`src/rtl/hsv_blob_tracker_if.sv`:
```
// Pixel stream carrying one HSV sample per in_valid cycle plus frame markers.
//   h        : hue 0..255
//   s        : saturation 0..255
//   v        : value 0..63
//   in_valid : h/s/v/sof/eof qualify this cycle
//   sof      : with in_valid, first pixel of a frame
//   eof      : with in_valid, last pixel of a frame (included)
// master drives the stream, slave consumes it.
interface hsv_blob_tracker_if;
  logic [7:0] h;
  logic [7:0] s;
  logic [5:0] v;
  logic       in_valid;
  logic       sof;
  logic       eof;

  modport master (output h, s, v, in_valid, sof, eof);
  modport slave  (input  h, s, v, in_valid, sof, eof);
endinterface

```
`src/rtl/hsv_blob_tracker.sv`:
```
// Classifies each HSV pixel against a programmable colour window, accumulates
// the count and coordinate sums of matching pixels per frame, and at end of
// frame divides the sums by the count to produce the blob centroid.
//   clk, rst       : clock, asynchronous active-high reset
//   pix            : HSV pixel stream (slave side)
//   hue_lo/hue_hi  : hue window; hue_lo > hue_hi selects a wrap-around window
//   sat_min/val_min: minimum saturation / value
//   blob_x/blob_y  : centroid of matching pixels in the last completed frame
//   blob_count     : matching pixels in that frame (saturating)
//   blob_found     : blob_count >= MIN_PIXELS
//   result_valid   : one-cycle pulse when the blob outputs update
//   frame_dropped  : one-cycle pulse when a finished frame found the divider busy
//   match          : registered per-pixel match flag
module hsv_blob_tracker #(
  parameter int unsigned IMG_W      = 160,
  parameter int unsigned IMG_H      = 120,
  parameter int unsigned X_BITS     = 8,
  parameter int unsigned Y_BITS     = 7,
  parameter int unsigned CNT_W      = 16,
  parameter int unsigned SUM_W      = 24,
  parameter int unsigned MIN_PIXELS = 16
) (
  input  logic                clk,
  input  logic                rst,
  hsv_blob_tracker_if.slave   pix,
  input  logic [7:0]          hue_lo,
  input  logic [7:0]          hue_hi,
  input  logic [7:0]          sat_min,
  input  logic [5:0]          val_min,
  output logic [X_BITS-1:0]   blob_x,
  output logic [Y_BITS-1:0]   blob_y,
  output logic [CNT_W-1:0]    blob_count,
  output logic                blob_found,
  output logic                result_valid,
  output logic                frame_dropped,
  output logic                match
);

  localparam int unsigned STEP_W = $clog2(SUM_W);

  if (longint'(IMG_W) * longint'(IMG_H) * longint'(IMG_W - 1) >= (longint'(1) << SUM_W)) begin : g_sum_w_check
    $error("SUM_W cannot hold the largest coordinate sum");
  end

  typedef enum logic {WAIT_SOF, ACCUM} acc_state_t;
  typedef enum logic [1:0] {D_IDLE, D_RUN, D_DONE} div_state_t;

  acc_state_t        acc_state_q;
  div_state_t        div_state_q;

  logic [7:0]        hue_lo_q, hue_hi_q, sat_min_q;
  logic [5:0]        val_min_q;
  logic [X_BITS-1:0] x_q;
  logic [Y_BITS-1:0] y_q;
  logic [CNT_W-1:0]  cnt_q;
  logic [SUM_W-1:0]  sum_x_q, sum_y_q;

  logic              hand_q;
  logic [CNT_W-1:0]  hand_cnt_q;
  logic [SUM_W-1:0]  hand_sx_q, hand_sy_q;

  logic [CNT_W-1:0]  div_q, rem_x_q, rem_y_q;
  logic [SUM_W-1:0]  quo_x_q, quo_y_q;
  logic [STEP_W-1:0] step_q;

  logic [X_BITS-1:0] blob_x_q;
  logic [Y_BITS-1:0] blob_y_q;
  logic [CNT_W-1:0]  blob_count_q;
  logic              blob_found_q, result_valid_q, frame_dropped_q, match_q;

  // Combinational pixel path
  logic [7:0]        lo_e, hi_e, smin_e;
  logic [5:0]        vmin_e;
  logic              hue_ok, match_c, take, last_col, busy;
  logic [X_BITS-1:0] cur_x;
  logic [Y_BITS-1:0] cur_y;
  logic [CNT_W-1:0]  base_cnt, cnt_d;
  logic [SUM_W-1:0]  base_sx, base_sy, sum_x_d, sum_y_d;
  logic [CNT_W-1:0]  rem_x_d, rem_y_d;
  logic [SUM_W-1:0]  quo_x_d, quo_y_d;

  // One restoring-division step: shift the next dividend bit into the
  // remainder, subtract the divisor if it fits, shift the quotient bit in.
  // The dividend register doubles as the quotient register.
  function automatic logic [CNT_W+SUM_W-1:0] div_step(
    input logic [CNT_W-1:0] rem,
    input logic [SUM_W-1:0] quo,
    input logic [CNT_W-1:0] d
  );
    logic [CNT_W:0] rs;
    logic           ge;
    rs = {rem, quo[SUM_W-1]};
    ge = (rs >= {1'b0, d});
    // When ge holds the true difference is below d, so CNT_W bits suffice.
    div_step = {(ge ? (rs[CNT_W-1:0] - d) : rs[CNT_W-1:0]), quo[SUM_W-2:0], ge};
  endfunction

  always_comb begin
    // An sof pixel is judged by the thresholds being sampled with it.
    lo_e     = pix.sof ? hue_lo  : hue_lo_q;
    hi_e     = pix.sof ? hue_hi  : hue_hi_q;
    smin_e   = pix.sof ? sat_min : sat_min_q;
    vmin_e   = pix.sof ? val_min : val_min_q;
    hue_ok   = (lo_e <= hi_e) ? ((pix.h >= lo_e) && (pix.h <= hi_e))
                              : ((pix.h >= lo_e) || (pix.h <= hi_e));
    match_c  = hue_ok && (pix.s >= smin_e) && (pix.v >= vmin_e);
    take     = pix.in_valid && (pix.sof || (acc_state_q == ACCUM));
    cur_x    = pix.sof ? '0 : x_q;
    cur_y    = pix.sof ? '0 : y_q;
    base_cnt = pix.sof ? '0 : cnt_q;
    base_sx  = pix.sof ? '0 : sum_x_q;
    base_sy  = pix.sof ? '0 : sum_y_q;
    cnt_d    = (match_c && (base_cnt != '1)) ? base_cnt + CNT_W'(1) : base_cnt;
    sum_x_d  = match_c ? base_sx + SUM_W'(cur_x) : base_sx;
    sum_y_d  = match_c ? base_sy + SUM_W'(cur_y) : base_sy;
    last_col = (cur_x == X_BITS'(IMG_W - 1));
    // A pending handoff counts as busy: the divider takes it next cycle.
    busy     = hand_q || (div_state_q != D_IDLE);
    {rem_x_d, quo_x_d} = div_step(rem_x_q, quo_x_q, div_q);
    {rem_y_d, quo_y_d} = div_step(rem_y_q, quo_y_q, div_q);
  end

  always_ff @(posedge clk or posedge rst) begin
    if (rst) begin
      acc_state_q     <= WAIT_SOF;
      hue_lo_q        <= '0;
      hue_hi_q        <= '0;
      sat_min_q       <= '0;
      val_min_q       <= '0;
      x_q             <= '0;
      y_q             <= '0;
      cnt_q           <= '0;
      sum_x_q         <= '0;
      sum_y_q         <= '0;
      hand_q          <= 1'b0;
      hand_cnt_q      <= '0;
      hand_sx_q       <= '0;
      hand_sy_q       <= '0;
      frame_dropped_q <= 1'b0;
      match_q         <= 1'b0;
    end else begin
      hand_q          <= 1'b0;
      frame_dropped_q <= 1'b0;
      match_q         <= take && match_c;
      if (take) begin
        if (pix.sof) begin
          hue_lo_q  <= hue_lo;
          hue_hi_q  <= hue_hi;
          sat_min_q <= sat_min;
          val_min_q <= val_min;
        end
        if (pix.eof) begin
          acc_state_q <= WAIT_SOF;
          x_q         <= '0;
          y_q         <= '0;
          cnt_q       <= '0;
          sum_x_q     <= '0;
          sum_y_q     <= '0;
          if (busy) begin
            frame_dropped_q <= 1'b1;
          end else begin
            hand_q     <= 1'b1;
            hand_cnt_q <= cnt_d;
            hand_sx_q  <= sum_x_d;
            hand_sy_q  <= sum_y_d;
          end
        end else begin
          acc_state_q <= ACCUM;
          cnt_q       <= cnt_d;
          sum_x_q     <= sum_x_d;
          sum_y_q     <= sum_y_d;
          x_q         <= last_col ? '0 : cur_x + X_BITS'(1);
          y_q         <= last_col ? cur_y + Y_BITS'(1) : cur_y;
        end
      end
    end
  end

  always_ff @(posedge clk or posedge rst) begin
    if (rst) begin
      div_state_q    <= D_IDLE;
      div_q          <= '0;
      rem_x_q        <= '0;
      rem_y_q        <= '0;
      quo_x_q        <= '0;
      quo_y_q        <= '0;
      step_q         <= '0;
      blob_x_q       <= '0;
      blob_y_q       <= '0;
      blob_count_q   <= '0;
      blob_found_q   <= 1'b0;
      result_valid_q <= 1'b0;
    end else begin
      result_valid_q <= 1'b0;
      case (div_state_q)
        D_IDLE: begin
          if (hand_q) begin
            div_q       <= hand_cnt_q;
            quo_x_q     <= hand_sx_q;
            quo_y_q     <= hand_sy_q;
            rem_x_q     <= '0;
            rem_y_q     <= '0;
            step_q      <= '0;
            div_state_q <= D_RUN;
          end
        end
        D_RUN: begin
          rem_x_q <= rem_x_d;
          rem_y_q <= rem_y_d;
          quo_x_q <= quo_x_d;
          quo_y_q <= quo_y_d;
          step_q  <= step_q + STEP_W'(1);
          if (step_q == STEP_W'(SUM_W - 1)) begin
            div_state_q <= D_DONE;
          end
        end
        D_DONE: begin
          if (div_q == '0) begin
            blob_x_q     <= '0;
            blob_y_q     <= '0;
            blob_count_q <= '0;
            blob_found_q <= 1'b0;
          end else begin
            blob_x_q     <= quo_x_q[X_BITS-1:0];
            blob_y_q     <= quo_y_q[Y_BITS-1:0];
            blob_count_q <= div_q;
            blob_found_q <= (div_q >= CNT_W'(MIN_PIXELS));
          end
          result_valid_q <= 1'b1;
          div_state_q    <= D_IDLE;
        end
        default: div_state_q <= D_IDLE;
      endcase
    end
  end

  assign blob_x        = blob_x_q;
  assign blob_y        = blob_y_q;
  assign blob_count    = blob_count_q;
  assign blob_found    = blob_found_q;
  assign result_valid  = result_valid_q;
  assign frame_dropped = frame_dropped_q;
  assign match         = match_q;

endmodule

```
`src/flat_wrapper.sv`:
```
// flat-port wrapper written by rule: the top's interface ports become plain ports
module hsv_blob_tracker_flat 
#(
  parameter int unsigned IMG_W      = 160,
  parameter int unsigned IMG_H      = 120,
  parameter int unsigned X_BITS     = 8,
  parameter int unsigned Y_BITS     = 7,
  parameter int unsigned CNT_W      = 16,
  parameter int unsigned SUM_W      = 24,
  parameter int unsigned MIN_PIXELS = 16
)
  (clk, rst, hue_lo, hue_hi, sat_min, val_min, blob_x, blob_y, blob_count, blob_found, result_valid, frame_dropped, match, pix_h, pix_s, pix_v, pix_in_valid, pix_sof, pix_eof);
  hsv_blob_tracker_if pix_i ();
  input  logic clk;
  input  logic rst;
  input  logic [7:0] hue_lo;
  input  logic [7:0] hue_hi;
  input  logic [7:0] sat_min;
  input  logic [5:0] val_min;
  output logic [X_BITS-1:0] blob_x;
  output logic [Y_BITS-1:0] blob_y;
  output logic [CNT_W-1:0] blob_count;
  output logic blob_found;
  output logic result_valid;
  output logic frame_dropped;
  output logic match;
  input wire logic [$bits(pix_i.h)-1:0] pix_h;
  input wire logic [$bits(pix_i.s)-1:0] pix_s;
  input wire logic [$bits(pix_i.v)-1:0] pix_v;
  input wire logic [$bits(pix_i.in_valid)-1:0] pix_in_valid;
  input wire logic [$bits(pix_i.sof)-1:0] pix_sof;
  input wire logic [$bits(pix_i.eof)-1:0] pix_eof;
  assign pix_i.h = pix_h;
  assign pix_i.s = pix_s;
  assign pix_i.v = pix_v;
  assign pix_i.in_valid = pix_in_valid;
  assign pix_i.sof = pix_sof;
  assign pix_i.eof = pix_eof;
  hsv_blob_tracker #(.IMG_W(IMG_W), .IMG_H(IMG_H), .X_BITS(X_BITS), .Y_BITS(Y_BITS), .CNT_W(CNT_W), .SUM_W(SUM_W), .MIN_PIXELS(MIN_PIXELS)) u_core (.clk(clk), .rst(rst), .pix(pix_i), .hue_lo(hue_lo), .hue_hi(hue_hi), .sat_min(sat_min), .val_min(val_min), .blob_x(blob_x), .blob_y(blob_y), .blob_count(blob_count), .blob_found(blob_found), .result_valid(result_valid), .frame_dropped(frame_dropped), .match(match));
endmodule
```
`config.mk`:
```
export PLATFORM = sky130hd
export DESIGN_NAME = hsv_blob_tracker_flat
export DESIGN_NICKNAME = d
export VERILOG_FILES = /design/src/rtl/hsv_blob_tracker_if.sv /design/src/rtl/hsv_blob_tracker.sv /design/src/flat_wrapper.sv
export SDC_FILE = /design/constraint.sdc
export NUM_CORES = 1
export LEC_CHECK = 0
export ABC_AREA = 1
export CAP_MARGIN = 20
export CORE_MARGIN = 2
export CORE_UTILIZATION = 56
export CTS_CLUSTER_SIZE = 40
export DETAILED_ROUTE_END_ITERATION = 7
export PLACE_DENSITY = 0.84
export SLEW_MARGIN = 20
export SYNTH_ARGS = -nofsm -noshare
export SYNTH_HDL_FRONTEND = slang
export SYNTH_SLANG_ARGS = --single-unit
```
`constraint.sdc`:
```
create_clock -name clk -period 27.7 [get_ports clk]
set_input_delay 2.77 -clock clk [delete_from_list [all_inputs] [get_ports clk]]
set_output_delay 2.77 -clock clk [all_outputs]
set_load 0.005 [all_outputs]
```
[Word level (Yosys, flattened, before mapping)]
Index checks and enable logic that the tools add are counted.
Cells by class
  $lt $le $gt $ge: 8
  $add $sub $neg: 8
  shift operators: 0
  divide/modulo/power cells: 0
  reduce and logical (&&, ||, !) cells: 17
  bitwise gates (word level): 1
  eq/ne operators: 7
  multiplexer cells: 46
  $mul: 0
Operator list (count)
  24-bit two-way mux: 8
  16-bit two-way mux: 7
  24-bit case mux with 2 select lines: 2
  16-bit case mux with 2 select lines: 2
  8-bit two-way mux: 7
  17-bit by 16-bit greater-or-equal comparator with 1-bit output: 2
  16-bit subtractor: 2
  7-bit two-way mux: 4
  24-bit by 7-bit adder with 24-bit output: 1
  24-bit by 8-bit adder with 24-bit output: 1
  16-bit by 1-bit adder with 16-bit output (second input constant): 1
  16-bit by 5-bit greater-or-equal comparator with 1-bit output (second input constant): 1
  8-bit greater-or-equal comparator: 2
  8-bit <= comparator: 2
  16-bit zero test: 1
  16-bit inequality test (second input constant): 1
  1-bit two-way mux: 10
  5-bit case mux with 2 select lines: 1
  8-bit by 1-bit adder with 8-bit output (second input constant): 1
  8-bit equality test (second input constant): 1
  7-bit by 1-bit adder with 7-bit output (second input constant): 1
  6-bit greater-or-equal comparator: 1
  1-bit logical AND: 6
  6-bit two-way mux: 1
  14 further kinds: 21
Word-level totals
  ROM bits: 0
  output and inout bits: 35
  memory bits (writable): 0
  logic and storage cells: 115
  latch bits: 0
  input bits: 57
  register bits after elaboration: 313
  memories kept: 0

[Longest topological paths before layout]
Gate-level depths: netlist of the first run.
  depth in word-level cells: 9
  depth in mapped cells: 24
  depth with buffers taken out: 19

[Least setup slack after synthesis of the first run]
No wires, ideal clock.
  path type: input port to flip-flop
  start: input pix_sof
  end: register u_core.sum_y_q[12]
  data required time: 27583 ps
  path buffers: 6
  path slack: 22348 ps
  stages on the path: 19
  arrival: 5235 ps
  setup time: 117 ps
  cell sequence: buf_6 -> buf_6 -> buf_2 -> buf_2 -> mux2i_1 -> ha_1 -> a21o_1 -> nor2_1 -> nand2_1 -> nand2_1 -> nand2_1 -> nand2_1 -> nand3_2 -> buf_6 -> buf_6 -> nand2_1 -> o21ai_0 -> nand2_1 -> nand2_1
On the way
  cells in the longest elaborated chain, start to end: 8
  elaborated cells on any way between the ends: 21
  those cells by class: add/sub (1); order compare (5); mux (9); reduce/logical (6)
RTL lines
  start, declared: line flat_wrapper.sv:31  | input wire logic [$bits(pix_i.sof)-1:0] pix_sof;
  8-bit two-way mux
  8-bit greater-or-equal comparator or 8-bit <= comparator (tied branches): line hsv_blob_tracker.sv:104, hsv_blob_tracker.sv:105
  1-bit logical OR or 1-bit logical AND (tied branches): line hsv_blob_tracker.sv:105, hsv_blob_tracker.sv:104
  1-bit two-way mux: line hsv_blob_tracker.sv:104  | hue_ok = (lo_e <= hi_e) ? ((pix.h >= lo_e) && (pix.h <= hi_e))
  1-bit logical AND (2 in series): line hsv_blob_tracker.sv:106  | match_c = hue_ok && (pix.s >= smin_e) && (pix.v >= vmin_e);
  24-bit two-way mux: line hsv_blob_tracker.sv:115  | sum_y_d = match_c ? base_sy + SUM_W'(cur_y) : base_sy;
  24-bit two-way mux: line hsv_blob_tracker.sv:152  | if (pix.eof) begin
  end signal, assigned: line hsv_blob_tracker.sv:171  | sum_y_q <= sum_y_d;
  end, declared: line hsv_blob_tracker.sv:56  | logic [SUM_W-1:0] sum_x_q, sum_y_q;
Several ways; a longest one is shown, not always the timed one.
A chain may end at the register's enable or synchronous reset.

[Worst setup path in the final report of the first run]
  start: input pix_sof
  end: register u_core.sum_y_q[4]
Same word-level chain as after synthesis.

==> results of run 1 <==
-- kinds of logic after synthesis --
logic type                 Yosys count  share of synthesized area, %
buffers and inverters              391                          8.51
xor gates and xnor gates            55                          2.53
AOI/OAI and AO/OA                  355                          10.5
muxes                               20                          1.05
adders and majority gates           93                          6.28
and+or+nand+nor                   1299                          30.0
DFF                                313                          41.2
-- how the worst min path moves through the flow --
| stage | startpoint | to | cells past startpoint |
|---|---|---|---|
| finish | u_core.cnt_q[9] | u_core.cnt_q[9] | 2 |
| global route | u_core.sum_y_q[22] | u_core.sum_y_q[22] | 2 |
| CTS | u_core.sum_y_q[16] | u_core.sum_y_q[16] | 2 |
| detailed placement | u_core.sum_y_q[22] | u_core.sum_y_q[22] | 2 |
| global placement | u_core.sum_y_q[23] | u_core.sum_y_q[23] | 2 |
| floorplan | u_core.hue_lo_q[0] | u_core.hue_lo_q[0] | 2 |
-- state kept, by name, summed over array words and instances, names as in the netlist, 2 cells and up --
| name | flops |
|---|---|
| u_core.blob_x | 8 |
| u_core.val_min_q | 6 |
| u_core.rem_y_q | 16 |
| u_core.sum_x_q | 24 |
| u_core.x_q | 8 |
| u_core.sat_min_q | 8 |
| u_core.div_state_q | 2 |
| u_core.sum_y_q | 24 |
| u_core.rem_x_q | 16 |
| u_core.step_q | 5 |
| u_core.hand_cnt_q | 16 |
| u_core.quo_x_q | 24 |
| u_core.hand_sy_q | 24 |
| u_core.y_q | 7 |
| u_core.blob_count | 16 |
| u_core.div_q | 16 |
| u_core.cnt_q | 16 |
| u_core.quo_y_q | 24 |
| u_core.hue_hi_q | 8 |
| u_core.blob_y | 7 |
| u_core.hand_sx_q | 24 |
| u_core.hue_lo_q | 8 |
-- synthesized netlist by cell type, types with 32 or more instances --
master | number | area, um2
clkbuf_1 | 67 | 251
o22ai_1 | 58 | 363
inv_1 | 276 | 1040
nand2_1 | 790 | 2970
dfrtp_1 | 313 | 7830
nand3_1 | 179 | 896
ha_1 | 89 | 1110
o21ai_0 | 114 | 571
a21oi_1 | 117 | 586
nor2_1 | 157 | 589
nand4_1 | 63 | 394
xor2_1 | 32 | 280
-- per-layer routing --
layer,vias to the layer above,GRT usage (%)
met5,-,0
li1,8298,-
met3,74,4.38
met1,8192,38.7
met2,652,44.1
met4,0,7.75
-- power groups by stage --
stage	clock network [mW]	logic, mW	registers, mW
detailed placement	0	0.817	0.646
CTS	0.460	0.825	0.642
global route	0.481	0.938	0.656
global placement	0	0.790	0.642
floorplan	0	0.638	0.623
finish	0.455	0.833	0.645
-- through the flow --
stage / instances / cell area (um2)
finish: 3039 / 21200
global route: 3038 / 21200
CTS: 3038 / 21200
detailed placement: 2976 / 20100
global placement: 2976 / 20100
floorplan: 2526 / 19000
-- cell type report --
| cell class | count | share of cell area, % |
|---|---|---|
| flip-flops and latches | 313 | 36.9 |
| inverters | 285 | 5.11 |
| diodes | 1 | 0.0118 |
| clock buffers | 53 | 4.87 |
| multi-input cells | 1822 | 45.2 |
| well taps | 448 | 2.64 |
| clock inverters | 9 | 0.430 |
| repair buffers | 108 | 4.89 |
-- worst max-delay path, cell delays in order --
cell,delay (ns)
buf_4,0.34
buf_4,0.80
o21ai_0,0.32
ha_1,0.36
nand2_1,0.07
nand3_1,0.07
nand2_1,0.06
nand2_1,0.05
nand2_1,0.05
nand2_1,0.09
nand2_1,0.08
nand2_1,0.35
nand3_2,0.19
buf_4,0.66
o21ai_0,0.27
nand3_1,0.14
o21ai_0,0.09
==> impl_metrics.env, run 1 <==
export IMPL_status="complete, no violations"
export IMPL_cts_root_buf="clkbuf_16"
export IMPL_p_leak_nw=10.7
export IMPL_ys_ff_latch=313
export IMPL_first_global_vias=16500
export IMPL_relSlewSlack_pct=32.2
export IMPL_worstMarginPinSlew_ns=1.02
export IMPL_vias=17200
export IMPL_synth_avg_cell_area_um2=7.53
export IMPL_cts_tree="built"
export IMPL_hold_viol_final=0
export IMPL_layout_common_cells="789 x nand2_1, 313 x dfrtp_1, 274 x inv_1"
export IMPL_grt_max_degree=112
export IMPL_grt_overflow=0
export IMPL_fin_hold_ws_ns=0.483
export IMPL_syn_inst=2526
export IMPL_cts_buffers_inserted=35
export IMPL_grtUsageTotal_pct=27.5
export IMPL_syn_nets=2676
export IMPL_min_path_type="reg2reg"
export IMPL_synth_area_um2=19000
export IMPL_gp_congestion=0.898
export IMPL_rsz0062_at_grt="false"
export IMPL_met1_length_mm=21.6
export IMPL_fin_tns_setup_ns=0
export IMPL_r2r_end="u_core.sum_y_q[4]"
export IMPL_rows=67
export IMPL_setup_viol=0
export IMPL_holdBufCountCts=0
export IMPL_cp_end_kind="register"
export IMPL_post_dp_hpwl_mm=32.2
export IMPL_async_flop_share_pct=100
export IMPL_cp_endpoint="u_core.sum_y_q[4]"
export IMPL_required_ns=28.05
export IMPL_pwr_share_seq_pct=33.3
export IMPL_rrSetupSlack_ns=24.22
export IMPL_dieArea_um2=35400
export IMPL_wl_per_cell_um=15.9
export IMPL_synth_ff_type="dfrtp_1"
export IMPL_seq_area_um2=7830
export IMPL_period_share_pct=23.5
export IMPL_cts_buffer_depth=3
export IMPL_post_cts_buffers=0
export IMPL_drc=0
export IMPL_power_frac_comb_pct=43.1
export IMPL_pre_cts_ws_ns=20.77
export IMPL_worst_slack_ns=21.19
export IMPL_top_layer="met4"
export IMPL_peakVddDrop_mv=0.0556
export IMPL_drv_cap=0
export IMPL_synth_edf_count=0
export IMPL_clock_fmax_mhz=154
export IMPL_nNetsFinal=2715
export IMPL_fin_skew_ns=0.0178
export IMPL_crit_start="pix_sof"
export IMPL_reg2reg_depth=13
export IMPL_yosys_warnings=0
export IMPL_power_total_mw=1.93
export IMPL_startpoint_type="primary input"
export IMPL_wl_met3_mm=3.57
export IMPL_multiInputGateArea_um2=9600
export IMPL_worst_setup_path_type="in2reg"
export IMPL_clk_pin_slew_ns=0.06
export IMPL_p_switching_uw=791
export IMPL_drt_iter0_drc=1525
export IMPL_insertion_delay_ns=0.52
export IMPL_fin_crit_ns=6.51
export IMPL_critPathMaxFanout=83
export IMPL_io_pins=92
export IMPL_port_buffers=91
export IMPL_core_um2=33400
export IMPL_die_w_um=188
export IMPL_routed_wl_met2_mm=22.4
export IMPL_fp_dieH_um=188
export IMPL_htreeDepth=2
export IMPL_drive_above_1_share_pct=6.64
export IMPL_wl_mm=48.4
export IMPL_drv_slew=0
export IMPL_synth_seq_area_share_pct=41.2
export IMPL_p_int_mw=1.14
export IMPL_worstReg2RegStart="u_core.hue_lo_q[7]"
export IMPL_pwr_share_clk_pct=23.6
export IMPL_antenna_found_initial=1
export IMPL_area_delta_synth_final_pct=11.8
export IMPL_fillers=2755
export IMPL_dr_pass1_iters=5
export IMPL_clock_sinks=313
export IMPL_final_util_pct=63.5
export IMPL_synth_distinct_cells=50
export IMPL_start_util_pct=56.8
export IMPL_grt_pass1_wl_mm=80.8
export IMPL_mostFrequentLayoutCell="nand2_1"
export IMPL_p_sw_share_pct=40.9
export IMPL_viasPerCell=5.67
export IMPL_critical_path_arrival_ns=6.86
export IMPL_ant_nets=0
export IMPL_power_density_nw_per_um2=91.0
export IMPL_cts_resized_gates=0
(Power assumes the default switching activity.)
==> run 2, diff against run 1 <==
==> constraint.sdc (replaced) <==
create_clock -name clk -period 6.63 [get_ports clk]
set_input_delay 0.663 -clock clk [delete_from_list [all_inputs] [get_ports clk]]
set_output_delay 0.663 -clock clk [all_outputs]
set_load 0.005 [all_outputs]
==> run 2 against run 1 <==
Sequential power increased to 4.2 times the previous value. Critical path depth unchanged. Flip-flop and latch count unchanged. Hold slack got worse by 0.0068 ns. Critical path type unchanged. Largest cell class unchanged.
==> impl_metrics.env, run 2 (same netlist as run 1, synthesis figures left out) <==
export IMPL_status="complete, no violations"
export IMPL_cts_tree="built"
export IMPL_r2r_end="u_core.sum_y_q[12]"
export IMPL_drive_above_1_share_pct=6.94
export IMPL_drv_slew=0
export IMPL_peakVddDrop_mv=0.314
export IMPL_drv_cap=0
export IMPL_drt_iter0_drc=1538
export IMPL_wl_per_cell_um=16.2
export IMPL_mostFrequentLayoutCell="nand2_1"
export IMPL_drc=0
export IMPL_cts_buffers_inserted=35
export IMPL_io_pins=92
export IMPL_grt_overflow=0
export IMPL_area_delta_synth_final_pct=12.8
export IMPL_critical_path_arrival_ns=4.93
export IMPL_cp_endpoint="u_core.sum_y_q[12]"
export IMPL_rows=67
export IMPL_wl_mm=49.2
export IMPL_grtUsageTotal_pct=28.1
export IMPL_relSlewSlack_pct=29.7
export IMPL_cts_root_buf="clkbuf_16"
export IMPL_power_density_nw_per_um2=389
export IMPL_met2_usage_pct=45.0
export IMPL_grt_pass1_wl_mm=82.7
export IMPL_cp_end_kind="register"
export IMPL_required_ns=7.08
export IMPL_worst_setup_path_type="in2reg"
export IMPL_dieArea_um2=35400
export IMPL_fin_crit_ns=4.48
export IMPL_nNetsFinal=2719
export IMPL_period_share_pct=67.5
export IMPL_ant_nets=0
export IMPL_holdBufCountCts=0
export IMPL_die_w_um=188
export IMPL_post_cts_buffers=0
export IMPL_use_met3_pct=4.08
export IMPL_num_antenna_cells=0
export IMPL_worstMarginPinSlew_ns=1.05
export IMPL_busiest_layer="met2"
export IMPL_clock_sinks=313
export IMPL_p_leak_nw=10.8
export IMPL_port_buffers=91
export IMPL_hold_viol_final=0
export IMPL_gp_congestion=0.930
export IMPL_fillers=2756
export IMPL_fp_dieH_um=188
export IMPL_post_dp_hpwl_mm=33.0
export IMPL_first_global_vias=16900
export IMPL_dr_pass1_iters=6
export IMPL_start_util_pct=56.8
export IMPL_vias=17300
export IMPL_setup_viol=0
export IMPL_cts_resized_gates=0
export IMPL_met1_usage_pct=39.5
export IMPL_grt_max_degree=113
export IMPL_core_um2=33400
export IMPL_layout_common_cells="789 x nand2_1, 313 x dfrtp_1, 274 x inv_1"
export IMPL_cts_buffer_depth=3
export IMPL_clock_fmax_mhz=223
export IMPL_htreeDepth=2
export IMPL_reg2reg_depth=14
export IMPL_dp_cells=2979
export IMPL_rrSetupSlack_ns=2.80
export IMPL_min_path_type="in2async"
export IMPL_crit_start="pix_sof"
export IMPL_rsz0062_at_grt="false"
export IMPL_worstReg2RegStart="u_core.hue_lo_q[5]"
export IMPL_antenna_found_initial=0
export IMPL_viasPerCell=5.70
export IMPL_fin_tns_setup_ns=0
export IMPL_clk_pin_slew_ns=0.06
export IMPL_stdcell_count=3043
export IMPL_fin_skew_ns=0.0182
export IMPL_insertion_delay_ns=0.53
export IMPL_startpoint_type="primary input"
export IMPL_critPathMaxFanout=37
==> run 2: changes by cell type in the layout (fill, tap and decap cells not counted), sizes merged <==
cell | previous run | this run
bufinv | 1 | 7
clkbuf | 53 | 49
clkinv | 7 | 6
diode | 1 | 0
buf | 18 | 22
==> run 2: worst min-delay path by stage <==
stage                    startpoint                    end  slack [ns]
5_1_grt        u_core.hand_sx_q[18]   u_core.hand_sx_q[18]        0.50
3_3_place_gp          u_core.y_q[5]          u_core.y_q[5]        0.46
2_1_floorplan    u_core.hue_lo_q[0]     u_core.hue_lo_q[0]        0.45
4_1_cts               u_core.y_q[5]          u_core.y_q[5]        0.48
3_5_place_dp   u_core.hand_sx_q[14]   u_core.hand_sx_q[14]        0.47
6_report                        rst  u_core.hand_cnt_q[10]        0.48
==> run 2: worst max-delay path, stage by stage <==
cell	delay, ns
buf_4	0.43
inv_8	0.24
or2_2	0.35
o21ai_0	0.16
inv_1	0.10
ha_1	0.33
nand4_1	0.14
inv_1	0.09
nand2_1	0.06
a21oi_1	0.19
inv_1	0.06
nand2_1	0.41
nand3_2	0.71
buf_4	0.49
o21ai_0	0.26
nand2_1	0.08
nand2_1	0.10
==> run 2: layout make-up <==
| type | instances | area (um2) | area share, % |
|---|---|---|---|
| Multi-Input combinational cell | 1822 | 9600 | 44.8 |
| Sequential cell | 313 | 7830 | 36.5 |
| Timing Repair Buffer | 112 | 1090 | 5.06 |
| Inverter | 285 | 1080 | 5.04 |
| Clock buffer | 49 | 1020 | 4.75 |
| Tap cell | 448 | 561 | 2.61 |
| Clock inverter | 14 | 267 | 1.24 |
==> run 2: metrics by stage <==
step | total power, mW | util, % | worst slack (ns) | hold slack (ns) | instance area, um2
after global placement | 5.99 | 60.2 | 1.96 | 0.462 | 20100
after detailed placement | 6.12 | 60.2 | 1.82 | 0.465 | 20100
final | 8.35 | 64.1 | 2.15 | 0.476 | 21400
after global routing | 8.93 | 64.1 | 1.92 | 0.499 | 21400
after floorplan | 5.27 | - | 1.80 | 0.448 | 19000
after CTS | 8.33 | 64.0 | 2.27 | 0.481 | 21400
==> run 2: routing by layer <==
layer  vias up  share of wire (%)  wire [um]
li1       8309                  -          -
met1      8288                 45      22100
met3        98                7.2       3540
met2       649                 46      22400
met4         0                2.4       1160
met5         -                  0          0
==> run 2: power breakdown <==
| group | leakage (nW) | switching [mW] | internal (mW) |
|---|---|---|---|
| Combinational | 6.12 | 2.22 | 1.29 |
| Clock | 0.633 | 0.804 | 1.35 |
| Sequential | 4.05 | 0.316 | 2.37 |
==> run 3, diff against run 2 <==
--- a/config.mk
+++ b/config.mk
@@ -11,7 +11,7 @@
 export CORE_UTILIZATION = 56
 export CTS_CLUSTER_SIZE = 40
 export DETAILED_ROUTE_END_ITERATION = 7
-export PLACE_DENSITY = 0.84
+export PLACE_DENSITY = 0.87
 export SLEW_MARGIN = 20
 export SYNTH_ARGS = -nofsm -noshare
 export SYNTH_HDL_FRONTEND = slang
==> constraint.sdc (replaced) <==
create_clock -name clk -period 4.05 [get_ports clk]
set_input_delay 0.405 -clock clk [delete_from_list [all_inputs] [get_ports clk]]
set_output_delay 0.405 -clock clk [all_outputs]
set_load 0.005 [all_outputs]
==> run 3 against run 2 <==
Non-clock buffer count is 4 higher. Total power is 64% higher. Wire length is 0.51% lower. Sequential share of layout area is 0.12 points lower. Combinational power is 64% higher. Hold slack worse by 0.040 ns. Largest power group unchanged.
==> impl_metrics.env, run 3 (same netlist as run 1, synthesis figures left out) <==
export IMPL_status="complete, no violations"
export IMPL_pwr_share_seq_pct=32.3
export IMPL_first_global_vias=16900
export IMPL_grt_overflow=0
export IMPL_power_frac_comb_pct=42.2
export IMPL_min_path_type="in2async"
export IMPL_grtUsageTotal_pct=28.0
export IMPL_fin_crit_ns=2.98
export IMPL_routed_wl_met2_mm=21.8
export IMPL_fp_dieH_um=188
export IMPL_cts_tree="built"
export IMPL_cts_root_buf="clkbuf_16"
export IMPL_gp_congestion=0.919
export IMPL_p_switching_mw=5.52
export IMPL_antenna_found_initial=0
export IMPL_io_pins=92
export IMPL_period_share_pct=73.6
export IMPL_clk_pin_slew_ns=0.06
export IMPL_insertion_delay_ns=0.53
export IMPL_vias=17400
export IMPL_wl_mm=48.9
export IMPL_power_density_nw_per_um2=635
export IMPL_clock_sinks=313
export IMPL_viasPerCell=5.72
export IMPL_post_cts_buffers=0
export IMPL_drt_iter0_drc=1942
export IMPL_top_layer="met4"
export IMPL_port_buffers=91
export IMPL_layout_common_cells="789 x nand2_1, 313 x dfrtp_1, 274 x inv_1"
export IMPL_area_delta_synth_final_pct=13.2
export IMPL_met1_length_mm=21.8
export IMPL_place_area_um2=20200
export IMPL_die_w_um=188
export IMPL_crit_start="pix_sof"
export IMPL_clock_fmax_mhz=335
export IMPL_required_ns=4.50
export IMPL_holdBufCountCts=0
export IMPL_drc=0
export IMPL_dr_pass1_iters=5
export IMPL_pwr_share_clk_pct=25.4
export IMPL_setup_viol=0
export IMPL_startpoint_type="primary input"
export IMPL_peakVddDrop_mv=0.366
export IMPL_core_um2=33400
export IMPL_worst_setup_path_type="in2reg"
export IMPL_critical_path_arrival_ns=3.43
export IMPL_dieArea_um2=35400
export IMPL_cts_resized_gates=0
export IMPL_start_util_pct=56.8
export IMPL_wl_per_cell_um=16.1
export IMPL_grt_pass1_wl_mm=82.6
export IMPL_fin_area_um2=21500
export IMPL_num_antenna_cells=0
export IMPL_nNetsFinal=2724
export IMPL_critPathMaxFanout=83
export IMPL_drv_cap=0
export IMPL_fin_skew_ns=0.0210
export IMPL_wl_met3_mm=3.95
export IMPL_drive_above_1_share_pct=7.16
export IMPL_p_int_mw=8.14
export IMPL_hold_viol_final=0
export IMPL_grt_max_degree=112
export IMPL_cts_buffers_inserted=36
export IMPL_rows=67
export IMPL_cp_end_kind="register"
export IMPL_final_util_pct=64.3
export IMPL_p_sw_share_pct=40.4
export IMPL_htreeDepth=2
export IMPL_worstReg2RegStart="u_core.y_q[0]"
export IMPL_relSlewSlack_pct=33.7
export IMPL_post_dp_hpwl_mm=32.8
export IMPL_drv_slew=0
export IMPL_mostFrequentLayoutCell="nand2_1"
export IMPL_cts_buffer_depth=3
export IMPL_rsz0062_at_grt="false"
export IMPL_p_leak_nw=10.8
export IMPL_worstMarginPinSlew_ns=0.993
export IMPL_ant_nets=0
==> run 3: cell types whose count changed in the layout (fill, tap and decap cells not counted), sizes merged <==
cell      delta
bufinv       -2
inv          -1
clkinvlp     +7
clkbuf       -3
buf          +4
clkinv       -2
==> run 3: routing by layer <==
metal	track usage [%]	vias to the layer above
met1	40.2	8197
met3	3.67	124
met2	44.2	788
li1	-	8320
met5	0	-
met4	9.06	0
==> run 3: power groups by stage <==
stage / sequential, mW / clock, mW / combinational, mW
2_1_floorplan: 4.26 / 0 / 4.36
3_3_place_gp: 4.40 / 0 / 5.45
3_5_place_dp: 4.42 / 0 / 5.64
4_1_cts: 4.39 / 3.52 / 5.71
5_1_grt: 4.48 / 3.63 / 6.47
6_report: 4.42 / 3.48 / 5.77
==> run 3: path summary, 6_finish.rpt <==
check / end / slack, ns / cells past startpoint
max in group asynchronous: u_core.rem_y_q[10] / 2.50 / 3
worst min register to register: u_core.blob_x[6] / 0.48 / 2
worst max register to register: u_core.sum_y_q[18] / 1.16 / 17
worst max-delay path: u_core.sum_y_q[19] / 1.07 / 15
worst min-delay path: u_core.rem_x_q[8] / 0.44 / 2
min in group clk: u_core.sat_min_q[6] / 0.47 / 3
==> run 3: critical path, cell delays in order <==
cell and delay (ns):
buf_4 0.32, buf_4 0.39, mux2i_1 0.32, ha_1 0.29
a21o_1 0.16, nor2_1 0.09, nand2_1 0.06, nand2_1 0.11
nor2_1 0.08, nor2_4 0.30, nand3_2 0.14, buf_12 0.24
o21ai_1 0.29, nand2_1 0.09, nand2_1 0.07
==> run 3: through the flow <==
| stage | setup slack, ns | power (mW) | instances | setup TNS [ns] | hold WS (ns) |
|---|---|---|---|---|---|
| final | 1.07 | 13.7 | 3046 | 0 | 0.436 |
| after CTS | 1.14 | 13.6 | 3046 | 0 | 0.463 |
| after floorplan | -0.524 | 8.63 | 2526 | -163.98 | 0.448 |
| after global placement | 0.621 | 9.85 | 2984 | 0 | 0.463 |
| after detailed placement | 0.609 | 10.1 | 2984 | 0 | 0.465 |
| after global routing | 0.805 | 14.6 | 3046 | 0 | 0.495 |
==> run 3: area by class of cell <==
class,instances,area (um2)
fillers,2727,11900
multi-input cells,1822,9600
flip-flops and latches,313,7830
repair buffers,116,1170
inverters,285,1080
clock buffers,46,1030
well taps,448,561
clock inverters,16,238
